$ cat config.mk
export PLATFORM = sky130hd
export DESIGN_NAME = rf80386_bus_arbiter
export DESIGN_NICKNAME = d
export VERILOG_FILES = /design/src/rtl/rf80386_bus_arbiter.sv
export SDC_FILE = /design/constraint.sdc
export NUM_CORES = 1
export LEC_CHECK = 0
export CELL_PAD_IN_SITES_DETAIL_PLACEMENT = 1
export CELL_PAD_IN_SITES_GLOBAL_PLACEMENT = 2
export CORE_MARGIN = 4
export CORE_UTILIZATION = 11
export DETAILED_ROUTE_END_ITERATION = 10
export PLACE_DENSITY_LB_ADDON = 0.25
export SLEW_MARGIN = 5
export SYNTH_ARGS = -nofsm -noshare
export SYNTH_HDL_FRONTEND = slang
export SYNTH_SLANG_ARGS = --single-unit
$ cat constraint.sdc
create_clock -name clk_i -period 3.1 [get_ports clk_i]
set_clock_uncertainty 0.15 [all_clocks]
set_input_delay 0.31 -clock clk_i [delete_from_list [all_inputs] [get_ports clk_i]]
set_output_delay 0.31 -clock clk_i [all_outputs]
set_load 0.005 [all_outputs]
$ cat src/rtl/rf80386_bus_arbiter.sv
// Purpose : shares the external 32-bit bus among m0 (execute), m1 (descriptor walker), m2 (prefetch).
// Latency : a request sampled in IDLE is granted on the next edge; the owner's bus signals pass through combinationally.
// Backpr. : losers wait with cyc held high; a lock holder keeps the bus between cycles; m2 is promoted after STARVE_LIM losses.
//
// Ports (mN_* replicated for N = 0..2):
//   clk_i, rst_i                      clock, synchronous active-high reset
//   mN_cyc/stb/we/sel/adr/dat/lock_i  master request and bus fields
//   mN_ack_o, mN_err_o, mN_gnt_o      routed ack, timeout abort, ownership
//   cyc/stb/we/sel/adr/dat/lock_o     external bus outputs
//   ack_i, dat_i                      external bus ack and read data
// Optional: define RF80386_BUS_TIMEOUT_EN to abort a stalled strobe after TIMEOUT cycles.

module rf80386_bus_arbiter #(
    parameter int AWID       = 32,
    parameter int STARVE_LIM = 4,
    parameter int TIMEOUT    = 255
) (
    input  logic            clk_i,
    input  logic            rst_i,

    input  logic            m0_cyc_i,
    input  logic            m0_stb_i,
    input  logic            m0_we_i,
    input  logic [3:0]      m0_sel_i,
    input  logic [AWID-1:0] m0_adr_i,
    input  logic [31:0]     m0_dat_i,
    input  logic            m0_lock_i,
    output logic            m0_ack_o,
    output logic            m0_err_o,
    output logic            m0_gnt_o,

    input  logic            m1_cyc_i,
    input  logic            m1_stb_i,
    input  logic            m1_we_i,
    input  logic [3:0]      m1_sel_i,
    input  logic [AWID-1:0] m1_adr_i,
    input  logic [31:0]     m1_dat_i,
    input  logic            m1_lock_i,
    output logic            m1_ack_o,
    output logic            m1_err_o,
    output logic            m1_gnt_o,

    input  logic            m2_cyc_i,
    input  logic            m2_stb_i,
    input  logic            m2_we_i,
    input  logic [3:0]      m2_sel_i,
    input  logic [AWID-1:0] m2_adr_i,
    input  logic [31:0]     m2_dat_i,
    input  logic            m2_lock_i,
    output logic            m2_ack_o,
    output logic            m2_err_o,
    output logic            m2_gnt_o,

    output logic            cyc_o,
    output logic            stb_o,
    output logic            we_o,
    output logic [3:0]      sel_o,
    output logic [AWID-1:0] adr_o,
    output logic [31:0]     dat_o,
    output logic            lock_o,
    input  logic            ack_i,
    input  logic [31:0]     dat_i
);

    typedef enum logic [1:0] {
        ST_IDLE   = 2'd0,
        ST_OWN    = 2'd1,
        ST_LOCKED = 2'd2
    } state_t;

    localparam int SW = $clog2(STARVE_LIM + 1);
    localparam logic [SW-1:0] STARVE_MAX = SW'(STARVE_LIM);

    state_t        state, state_nxt;
    logic [1:0]    ow, ow_nxt;
    logic [SW-1:0] starve_cnt, starve_nxt;

    // Owner's request fields, selected by the registered owner index.
    logic            own_cyc, own_stb, own_we, own_lock;
    logic [3:0]      own_sel;
    logic [AWID-1:0] own_adr;
    logic [31:0]     own_dat;

    logic       any_req;
    logic       promote;
    logic [1:0] winner;
    logic       tmo_hit;

    // Read data is wired to every master outside this block; the arbiter
    // only qualifies it through the routed ack.
    logic unused_dat;
    assign unused_dat = ^dat_i;

    always_comb begin
        own_cyc  = 1'b0;
        own_stb  = 1'b0;
        own_we   = 1'b0;
        own_lock = 1'b0;
        own_sel  = '0;
        own_adr  = '1;
        own_dat  = '0;
        case (ow)
            2'd0: begin
                own_cyc = m0_cyc_i; own_stb = m0_stb_i; own_we  = m0_we_i;  own_lock = m0_lock_i;
                own_sel = m0_sel_i; own_adr = m0_adr_i; own_dat = m0_dat_i;
            end
            2'd1: begin
                own_cyc = m1_cyc_i; own_stb = m1_stb_i; own_we  = m1_we_i;  own_lock = m1_lock_i;
                own_sel = m1_sel_i; own_adr = m1_adr_i; own_dat = m1_dat_i;
            end
            2'd2: begin
                own_cyc = m2_cyc_i; own_stb = m2_stb_i; own_we  = m2_we_i;  own_lock = m2_lock_i;
                own_sel = m2_sel_i; own_adr = m2_adr_i; own_dat = m2_dat_i;
            end
            default: ;
        endcase
    end

    // Bus outputs: pass-through of the owner in OWN, parked values elsewhere.
    always_comb begin
        cyc_o  = 1'b0;
        stb_o  = 1'b0;
        we_o   = 1'b0;
        sel_o  = '0;
        adr_o  = '1;
        dat_o  = '0;
        lock_o = (state == ST_LOCKED);
        if (state == ST_OWN) begin
            cyc_o  = own_cyc;
            stb_o  = own_stb;
            we_o   = own_we;
            sel_o  = own_sel;
            adr_o  = own_adr;
            dat_o  = own_dat;
            lock_o = own_lock;
        end
    end

    assign m0_gnt_o = (state != ST_IDLE) && (ow == 2'd0);
    assign m1_gnt_o = (state != ST_IDLE) && (ow == 2'd1);
    assign m2_gnt_o = (state != ST_IDLE) && (ow == 2'd2);

    // stb_o is only nonzero in OWN, so idle/locked acks never reach a master.
    assign m0_ack_o = ack_i && stb_o && (ow == 2'd0);
    assign m1_ack_o = ack_i && stb_o && (ow == 2'd1);
    assign m2_ack_o = ack_i && stb_o && (ow == 2'd2);

`ifdef RF80386_BUS_TIMEOUT_EN
    localparam int TW = $clog2(TIMEOUT + 1);
    localparam logic [TW-1:0] TMO_LAST = TW'(TIMEOUT - 1);

    logic [TW-1:0] tmo_cnt;
    logic          stall;

    assign stall   = (state == ST_OWN) && stb_o && !ack_i;
    // Fires during the TIMEOUT-th consecutive stalled cycle.
    assign tmo_hit = stall && (tmo_cnt == TMO_LAST);

    always_ff @(posedge clk_i) begin
        if (rst_i || !stall || tmo_hit) begin
            tmo_cnt <= '0;
        end else begin
            tmo_cnt <= tmo_cnt + 1'b1;
        end
    end

    assign m0_err_o = tmo_hit && (ow == 2'd0);
    assign m1_err_o = tmo_hit && (ow == 2'd1);
    assign m2_err_o = tmo_hit && (ow == 2'd2);
`else
    logic unused_timeout;
    assign unused_timeout = (TIMEOUT > 0);
    assign tmo_hit  = 1'b0;
    assign m0_err_o = 1'b0;
    assign m1_err_o = 1'b0;
    assign m2_err_o = 1'b0;
`endif

    assign any_req = m0_cyc_i || m1_cyc_i || m2_cyc_i;
    assign promote = (starve_cnt == STARVE_MAX) && m2_cyc_i;

    always_comb begin
        winner = 2'd2;
        if (promote)       winner = 2'd2;
        else if (m0_cyc_i) winner = 2'd0;
        else if (m1_cyc_i) winner = 2'd1;
    end

    always_comb begin
        state_nxt  = state;
        ow_nxt     = ow;
        starve_nxt = starve_cnt;
        case (state)
            ST_IDLE: begin
                if (any_req) begin
                    ow_nxt    = winner;
                    state_nxt = ST_OWN;
                end
                // m2 only counts as starved while it is actually waiting.
                if (!m2_cyc_i || (any_req && winner == 2'd2)) begin
                    starve_nxt = '0;
                end else if (any_req && starve_cnt != STARVE_MAX) begin
                    starve_nxt = starve_cnt + 1'b1;
                end
            end
            ST_OWN: begin
                if (!own_cyc) begin
                    state_nxt = own_lock ? ST_LOCKED : ST_IDLE;
                end
            end
            ST_LOCKED: begin
                if (own_cyc)       state_nxt = ST_OWN;
                else if (!own_lock) state_nxt = ST_IDLE;
            end
            default: state_nxt = ST_IDLE;
        endcase
        // A timed-out owner loses the bus even if it asked for a lock.
        if (tmo_hit) begin
            state_nxt = ST_IDLE;
        end
    end

    always_ff @(posedge clk_i) begin
        if (rst_i) begin
            state      <= ST_IDLE;
            ow         <= 2'd0;
            starve_cnt <= '0;
        end else begin
            state      <= state_nxt;
            ow         <= ow_nxt;
            starve_cnt <= starve_nxt;
        end
    end

endmodule

==> flow_summary_export.csv, run 1 <==
group,metric,value,unit
clocking,cts_tree,"built",
clocking,clockRootBuffer,"clkbuf_16",
route,first_pass_iters,4,
route,drt_iter0_drc,85,
hold_path,hold_class,"register to register",
timing,worst_slew_pin_slew,0.688,ns
synthesis,synth.avg_cell_area,6.79,um2
clocking,h-tree-depth,1,
timing,report.final.slew_viol_count,0,
floorplan,coreArea,21000,um2
worst_setup_path,worstPathMaxFanout,45,
finish,antennaDiodeCount,0,
run_status,status,"completed",
route,num_vias,3612,
grt,grt_pass1_vias,4063,
route,ant_nets,0,
timing,setup_slack,0.282,ns
clocking,ctsHoldBuffers,0,
synthesis,synth-main-ff-cell,"dfxtp_1",
worst_setup_path,crit_start,"ow[1]",
synthesis,async_flop_share,0,%
floorplan,die_x,154,um
route,routed_wirelength,15.6,mm
finish,syn_to_final_growth,139,%
grt,grt_overflow,0,
floorplan,fp.dieH,154,um
timing,worst_slew_margin_rel,54.2,%
power_and_ir_drop,powerDensity,262,nW/um2
finish,finish.utilization,26.8,%
synthesis,synth_cell_types,41,
clocking,cts.reportedPaths.clkPinSlew,0.04,ns
place,hpwl,12.4,mm
power_and_ir_drop,peakVddDrop,0.187,mV
finish,nFillCells,2496,
grt,antenna_found_initial,0,
finish,nets,876,
worst_setup_path,start_kind,"register",
route,vias_per_cell,4.03,
clocking,cts_setup_buffers,0,
timing,rsz0062_at_grt,"no",
synthesis,synth_edf_count,0,
floorplan,dieArea,23800,um2
synthesis,synth_seq_cells,7,
floorplan,pin_count,332,
finish,final_cell_area,5630,um2
clocking,numCtsBuffers,3,
synthesis,synthCells,347,
timing,setup_viol,0,
finish,layout.cells.non_filler,897,
place,postPlaceCellArea,5550,um2
synthesis,synth_warnings,0,
timing,tns,0,ns
timing,whs,0.337,ns
clocking,clock_path_buffers,2,
finish,multiInputGateArea,1970,um2
synthesis,yosysSeqAreaShare,5.94,%
finish,drive_gt1_share,10.5,%
clocking,clock-sinks,7,
worst_setup_path,cp.required,2.64,ns
place,gp_congestion,0.799,
finish,ff_latch_area,145,um2
clocking,clk_latency,0.23,ns
route,drc_errors,0,
timing,finalHoldViolCount,0,
place,io_buffers,296,
clocking,cts_resized,0,
worst_setup_path,worstReg2RegStart,"ow[1]",
worst_setup_path,crit_type,"register to output port",
power_and_ir_drop,total_power,1.48,mW
worst_setup_path,cp.arrival,2.36,ns
hold_path,worstHoldStart,"starve_cnt[0]",
timing,fin_crit,2.82,ns
timing,max_freq,355,MHz
grt,grt_pass1_wl,23.2,mm
place,place_ws,0.468,ns
run,drv_cap,0,
timing,fin_crit_sh,90.9,%
floorplan,rows,53,
route,wl_per_cell,17.4,um
grt,track_usage,11.9,%
floorplan,initial_utilization,11.2,%
grt,grt_max_degree,46,
power_and_ir_drop,total_leakage_power,1.94,nW
place,dp.cells,893,
synthesis,synth_area,2360,um2
worst_setup_path,end_kind,"output port",
cell usage after synthesis, types with 2 or more instances:
library cell | instances | area (um2)
ha_1 | 2 | 25.0
dfxtp_1 | 7 | 140
buf_6 | 6 | 67.6
buf_2 | 12 | 60.1
nand4_1 | 2 | 12.5
nor3_1 | 4 | 20.0
buf_1 | 4 | 15.0
nor2_1 | 5 | 18.8
a21oi_1 | 42 | 210
clkbuf_1 | 3 | 11.3
inv_1 | 3 | 11.3
nand2_1 | 111 | 417
a21o_1 | 2 | 15.0
mux2_2 | 38 | 428
o211ai_1 | 34 | 255
buf_4 | 12 | 90.1
mux2_4 | 2 | 30.0
a22oi_2 | 3 | 37.5
mux2i_1 | 32 | 320
nand3_1 | 2 | 10.0
registers in the layout, summed over array words and instances (netlist names):
register,count
ow,2
state,2
starve_cnt,3
where the power goes:
part / leakage (nW) / total [mW] / switching [mW] / internal, mW
combinational: 1.84 / 1.12 / 0.418 / 0.700
sequential: 0.0584 / 0.142 / 0.0425 / 0.0992
clock: 0.0382 / 0.217 / 0.0463 / 0.171
total: 1.94 / 1.48 / 0.507 / 0.970
cell type report:
type / count / area share [%]
well taps: 275 / 6.11
flip-flops and latches: 7 / 2.58
inverters: 4 / 0.267
multi-input cells: 301 / 35.0
repair buffers: 306 / 54.6
clock buffers: 4 / 1.40
cell families after synthesis:
| group | Yosys count | synth area share (%) |
|---|---|---|
| AOI/OAI and AO/OA | 87 | 23.9 |
| adders and majority gates | 2 | 1.06 |
| buffers and inverters | 41 | 11.0 |
| DFF | 7 | 5.94 |
| muxes | 72 | 33.0 |
| other | 1 | 0.159 |
| and+or+nand+nor | 137 | 24.9 |
layout by cell type (no fill, tap or decap), types with 3 or more instances in the layout:
cell / synthesis / final
o211ai_1: 34 / 34
buf_4: 12 / 7
a22oi_2: 3 / 3
buf_12: 0 / 3
nor3_1: 4 / 4
nand2_1: 111 / 111
clkbuf_16: 0 / 3
clkdlybuf4s50_1: 0 / 296
conb_1: 1 / 3
inv_1: 3 / 3
mux2i_1: 32 / 32
dfxtp_1: 7 / 5
nor2_1: 5 / 5
mux2_2: 38 / 38
a21oi_1: 42 / 42
worst paths after layout:
| check | endpoint | slack, ns | depth (start not counted) |
|---|---|---|---|
| worst max-delay path | dat_o[30] | 0.28 | 5 |
| worst min register to register | starve_cnt[0] | 0.34 | 2 |
| worst max register to register | state[0] | 1.14 | 4 |
| worst min-delay path | starve_cnt[0] | 0.34 | 2 |
per-layer routing:
metal	share of wire, %	vias to the layer above	track usage, %
li1	-	1775	-
met2	55	130	24.0
met4	1.1	0	1.14
met1	38	1699	13.1
met3	6.0	8	2.41
met5	0	-	0
critical path, stage by stage, from the launching register on:
cell	delay, ns
dfxtp_4	0.76
buf_12	0.35
mux2_2	0.37
nand2_1	0.07
a21oi_1	0.06
clkdlybuf4s50_1	0.47
(Power assumes the default switching activity.)
==> run 2: changes to the inputs <==
--- a/config.mk
+++ b/config.mk
@@ -5,10 +5,11 @@
 export SDC_FILE = /design/constraint.sdc
 export NUM_CORES = 1
 export LEC_CHECK = 0
+export ABC_AREA = 1
 export CELL_PAD_IN_SITES_DETAIL_PLACEMENT = 1
 export CELL_PAD_IN_SITES_GLOBAL_PLACEMENT = 2
 export CORE_MARGIN = 4
-export CORE_UTILIZATION = 11
+export CORE_UTILIZATION = 10
 export DETAILED_ROUTE_END_ITERATION = 10
 export PLACE_DENSITY_LB_ADDON = 0.25
 export SLEW_MARGIN = 5
==> run 2 against run 1 <==
Net effect:
- fmax up 3.2%
- sequential share of layout area decreased by 0.069 points
- design area fell by 0.80%
- worst hold slack better by 0.0041 ns
- utilization is 1.3 points lower
==> flow_summary_export.csv, run 2 <==
group,metric,value,unit
worst_setup_path,end_kind,"output port",
hold_path,hold_depth,2,
worst_setup_path,crit_path_max_incr_delay,0.59,ns
floorplan,initial_utilization,10.2,%
worst_setup_path,rrSetupSlack,1.30,ns
route,routed_wirelength,16.4,mm
worst_setup_path,cp_num_buf_inv,4,
floorplan,coreArea,21900,um2
run_status,status,"completed",
synthesis,synth_commonest_cells,"269 x nand2_1, 49 x inv_1, 45 x nand3_1",
place,place_ws,0.553,ns
synthesis,async_flop_share,0,%
floorplan,die_x,158,um
synthesis,yosysSeqAreaShare,6.26,%
finish,final_common_cell,"clkdlybuf4s50_1",
synthesis,synth_warnings,0,
grt,grt_max_degree,41,
clocking,cts_setup_buffers,0,
finish,antennaDiodeCount,0,
synthesis,synth_area,2240,um2
worst_setup_path,start_kind,"register",
clocking,clockRootBuffer,"clkbuf_16",
synthesis,synthCells,479,
finish,syn_to_final_growth,150,%
synthesis,yosysMostFrequentCell,"nand2_1",
synthesis,synth-main-ff-cell,"dfxtp_1",
clocking,h-tree-depth,1,
route,vias_per_cell,3.95,
floorplan,rows,54,
worst_setup_path,reg2regPathDepth,9,
worst_setup_path,r2r_end,"state[0]",
grt,track_usage,12.0,%
grt,grt_pass1_vias,4356,
worst_setup_path,cp_common_cell,"nand2_1",
place,gp_congestion,0.789,
synthesis,synth_edf_count,0,
timing,setup_viol,0,
power_and_ir_drop,peakVddDrop,0.297,mV
finish,nets,1013,
place,dp.cells,1035,
route,ant_nets,0,
finish,largest_register_ffs,3,
finish,layout.cells.non_filler,1039,
synthesis,synth_cell_types,26,
worst_setup_path,worstPathMaxFanout,40,
grt,grt_pass1_wl,23.9,mm
floorplan,pin_count,332,
synthesis,netlist.area_leader.share,45.1,%
timing,report.final.slew_viol_count,0,
synthesis,yosys.area.top_type,"nand2_1",
clocking,cts_resized,0,
worst_setup_path,crit_start,"ow[1]",
power_and_ir_drop,swShare,39.9,%
finish,drive_gt1_share,3.43,%
timing,fin_crit,2.73,ns
timing,rsz0062_at_grt,"no",
power_and_ir_drop,total_leakage_power,2.45,nW
timing,fin_crit_sh,88.1,%
timing,max_freq,366,MHz
hold_path,hold_end,"starve_cnt[0]",
power_and_ir_drop,powerDensity,296,nW/um2
worst_setup_path,cp.required,2.64,ns
clocking,numCtsBuffers,3,
synthesis,synth_area_leaders,"nand2_1 45%, nand3_1 10%, nand4_1 9.5%",
synthesis,synth.avg_cell_area,4.67,um2
worst_setup_path,crit_path_top_delay_cell,"dfxtp_1",
worst_setup_path,worstReg2RegStart,"ow[1]",
power_and_ir_drop,seqPwrFrac,7.4,%
worst_setup_path,path_cells,"nand2_2 > inv_2 > buf_12 > nand2_1 > nand3_1 > nand2_1 > inv_2 > nand2_1 > nor2_1 > clkdlybuf4s50_1",
timing,setup_slack,0.368,ns
floorplan,dieArea,24800,um2
finish,top_regs,"starve_cnt x3, ow x2, state x2",
clocking,cts_tree,"built",
hold_path,worstHoldStart,"starve_cnt[0]",
place,hpwl,13.5,mm
timing,tns,0,ns
clocking,clk_latency,0.23,ns
clocking,clock-sinks,7,
power_and_ir_drop,switching_power,661,uW
finish,layout_common_cells,"296 x clkdlybuf4s50_1, 269 x nand2_1, 49 x inv_1, 45 x nand3_1, 34 x nand4_1",
route,drt_iter0_drc,108,
grt,antenna_found_initial,0,
hold_path,hold_class,"register to register",
worst_setup_path,crit_type,"register to output port",
worst_setup_path,cp_top_family,"buffers and inverters",
run,drv_cap,0,
synthesis,synth_seq_cells,7,
power_and_ir_drop,p_int,995,uW
clocking,cts.reportedPaths.clkPinSlew,0.04,ns
worst_setup_path,cp.arrival,2.27,ns
route,first_pass_iters,4,
timing,finalHoldViolCount,0,
route,wl_per_cell,15.7,um
route,drc_errors,0,
clocking,ctsHoldBuffers,0,
power_and_ir_drop,pwr-share-comb,79.4,%
route,num_vias,4108,
floorplan,fp.dieH,158,um
grt,grt_overflow,0,
power_and_ir_drop,clockPowerShare,13.2,%
clocking,clock_path_buffers,2,
finish,top_register,"starve_cnt",
place,io_buffers,296,
==> run 2: cell types whose count changed after synthesis, moves of 11 or more <==
cell,change
inv_1,+46
nor2_1,+11
nand3_1,+43
mux2i_1,-32
nand2_1,+158
nand4_1,+32
a21oi_1,-38
mux2_2,-38
o211ai_1,-34
==> run 2: cell type report <==
class	instances	area [um2]
Fill cell	2784	16300
Sequential cell	7	140
Inverter	52	198
Clock buffer	4	78.8
Tap cell	280	350
Multi-Input combinational cell	390	1720
Timing Repair Buffer	306	3100
==> run 2: cell families (layout without fill, tap and decap cells) <==
group | after synthesis | after routing | share of synthesized area [%]
buffers and inverters | 84 | 362 | 17.7
flip-flops | 7 | 7 | 6.26
AO/OA/AOI/OAI | 8 | 8 | 1.79
adder cells (fa/ha/maj) | 2 | 2 | 1.12
XOR/XNOR | 1 | 1 | 0.392
AND/OR/NAND/NOR | 376 | 376 | 72.6
other | 1 | 3 | 0.168
==> run 2: worst max path at each step <==
stage                     end  cells after the start
floorplan           dat_o[10]                      7
global placement    adr_o[22]                      7
detailed placement   m1_ack_o                     10
CTS                  m1_ack_o                     10
global route         m2_ack_o                     10
finish               m2_ack_o                     10
==> run 2: power groups by stage <==
stage               Clock [mW]  Sequential [mW]  Combinational [mW]
detailed placement           0            0.125                1.35
finish                   0.219            0.122                1.31
global placement             0            0.123                1.32
global route             0.232            0.125                1.45
floorplan                    0            0.114               0.544
CTS                      0.226            0.123                1.35
==> run 2: tightest hold or removal path, cell delays in order (launching register included) <==
cell and delay, ns:
dfxtp_1 0.32, nand2_1 0.07, a21oi_1 0.05
==> run 2: metal layers <==
metal	up-vias	part of all wire, %	track usage, %	routed length, um
li1	2045	-	-	-
met5	-	0	0	0
met1	1911	39	13.5	6310
met2	148	55	24.4	8990
met3	4	6.3	1.89	1030
met4	0	0.12	0.410	20
==> run 2: per-stage QoR <==
step	hold slack, ns	total power [mW]	util (%)	cell area [um2]
3_5_place_dp	0.346	1.47	25.1	5510
3_3_place_gp	0.317	1.45	25.1	5510
5_1_grt	0.375	1.81	25.5	5580
6_report	0.341	1.66	25.5	5580
2_1_floorplan	0.229	0.658	-	2240
4_1_cts	0.352	1.70	25.5	5580
==> run 3: changes to the inputs <==
--- a/config.mk
+++ b/config.mk
@@ -6,12 +6,14 @@
 export NUM_CORES = 1
 export LEC_CHECK = 0
 export ABC_AREA = 1
+export ABC_CLOCK_PERIOD_IN_PS = 3100
 export CELL_PAD_IN_SITES_DETAIL_PLACEMENT = 1
 export CELL_PAD_IN_SITES_GLOBAL_PLACEMENT = 2
 export CORE_MARGIN = 4
 export CORE_UTILIZATION = 10
 export DETAILED_ROUTE_END_ITERATION = 10
 export PLACE_DENSITY_LB_ADDON = 0.25
+export REMOVE_ABC_BUFFERS = 1
 export SLEW_MARGIN = 5
 export SYNTH_ARGS = -nofsm -noshare
 export SYNTH_HDL_FRONTEND = slang
==> run 3 against run 2 <==
Net effect:
- flip-flop and latch count unchanged
- design area down 0.22%
- first-iteration DRC count down 22%
- final cell count unchanged
- power down 0.27%
- die area unchanged
- register-to-register slack about the same
- clock-buffer cell count unchanged
- worst hold slack better by 0.014 ns
- largest power group unchanged
==> flow_summary_export.csv, run 3 (synthesized netlist as in run 2, its figures left out) <==
group,metric,value,unit
timing,tns,0,ns
route,first_pass_iters,4,
hold_path,hold_class,"register to register",
finish,layout.cells.non_filler,1039,
grt,track_usage,12.3,%
timing,fin_crit_sh,89.7,%
place,gp_congestion,0.804,
power_and_ir_drop,peakVddDrop,0.175,mV
power_and_ir_drop,total_power,1.65,mW
floorplan,rows,54,
power_and_ir_drop,total_leakage_power,2.44,nW
grt,grt_overflow,0,
place,io_buffers,296,
place,hpwl,13.5,mm
timing,rsz0062_at_grt,"no",
grt,grt_pass1_wl,24.4,mm
worst_setup_path,worstPathMaxFanout,32,
clocking,cts_resized,0,
place,dp.cells,1035,
finish,largest_register_ffs,3,
route,drc_errors,0,
clocking,clock_path_buffers,2,
grt,grt_pass1_vias,4451,
worst_setup_path,rrSetupSlack,1.30,ns
route,wl_per_cell,15.6,um
clocking,numCtsBuffers,3,
clocking,clock-sinks,7,
worst_setup_path,end_kind,"output port",
route,num_vias,4164,
clocking,h-tree-depth,1,
clocking,cts_setup_buffers,0,
timing,max_freq,360,MHz
place,place_ws,0.487,ns
timing,report.final.slew_viol_count,0,
worst_setup_path,cp.required,2.64,ns
worst_setup_path,cp.arrival,2.32,ns
power_and_ir_drop,pwr-share-comb,78.9,%
clocking,clockRootBuffer,"clkbuf_16",
worst_setup_path,crit_type,"register to output port",
finish,final_common_cell,"clkdlybuf4s50_1",
route,ant_nets,0,
finish,final_cell_area,5570,um2
power_and_ir_drop,switching_power,662,uW
floorplan,fp.dieH,158,um
power_and_ir_drop,swShare,40.1,%
floorplan,die_x,158,um
grt,grt_max_degree,38,
run_status,status,"completed",
power_and_ir_drop,powerDensity,296,nW/um2
timing,fin_crit,2.78,ns
finish,top_regs,"starve_cnt x3, ow x2, state x2",
finish,layout_common_cells,"296 x clkdlybuf4s50_1, 269 x nand2_1, 49 x inv_1, 45 x nand3_1, 34 x nand4_1",
grt,antenna_found_initial,0,
power_and_ir_drop,clockPowerShare,13.6,%
timing,setup_viol,0,
power_and_ir_drop,seqPwrFrac,7.5,%
finish,syn_to_final_growth,149,%
finish,top_register,"starve_cnt",
place,postPlaceCellArea,5490,um2
finish,antennaDiodeCount,0,
floorplan,dieArea,24800,um2
route,vias_per_cell,4.01,
timing,finalHoldViolCount,0,
route,routed_wirelength,16.2,mm
clocking,clk_latency,0.23,ns
finish,nets,1013,
power_and_ir_drop,p_int,989,uW
worst_setup_path,start_kind,"register",
clocking,cts.reportedPaths.clkPinSlew,0.04,ns
floorplan,coreArea,21900,um2
run,drv_cap,0,
clocking,ctsHoldBuffers,0,
route,drt_iter0_drc,84,
floorplan,pin_count,332,
floorplan,initial_utilization,10.2,%
finish,drive_gt1_share,3.43,%
clocking,cts_tree,"built",
timing,setup_slack,0.319,ns
==> run 3: path summary, 6_finish.rpt <==
kind	startpoint	endpoint	cells past startpoint
worst min register to register	starve_cnt[0]	starve_cnt[0]	2
worst max register to register	ow[0]	state[1]	7
worst max-delay path	ow[1]	dat_o[14]	8
worst min-delay path	starve_cnt[0]	starve_cnt[0]	2
==> run 3: power by group through the flow <==
stage	Clock, mW	Combinational [mW]	Sequential (mW)
global route	0.235	1.45	0.126
finish	0.225	1.30	0.124
CTS	0.232	1.35	0.124
global placement	0	1.32	0.125
floorplan	0	0.477	0.121
detailed placement	0	1.34	0.126
==> run 3: critical path, stage by stage (launching register included) <==
cell and delay (ns):
dfxtp_1 0.62, nand2_2 0.15, inv_2 0.13, buf_4 0.35, nand2_1 0.09, nand3_1 0.08, nand2_1 0.05, inv_1 0.05
clkdlybuf4s50_1 0.55
==> run 3: cell type report <==
type | instances | area [um2]
fillers | 2732 | 16300
clock buffers | 4 | 78.8
multi-input cells | 390 | 1720
inverters | 52 | 198
flip-flops and latches | 7 | 140
well taps | 280 | 350
repair buffers | 306 | 3090
==> run 3: layer usage <==
metal	up-vias	routed length, um	track usage, %
li1	2040	-	-
met1	1921	5970	12.7
met2	197	8400	24.7
met3	6	1780	4.29
met4	0	71	0.942
met5	-	0	0
==> run 3: metrics by stage <==
| step | util (%) | hold WS [ns] |
|---|---|---|
| after floorplan | - | 0.229 |
| after global placement | 25.1 | 0.319 |
| after detailed placement | 25.1 | 0.362 |
| after CTS | 25.5 | 0.367 |
| after global routing | 25.5 | 0.395 |
| final | 25.5 | 0.355 |
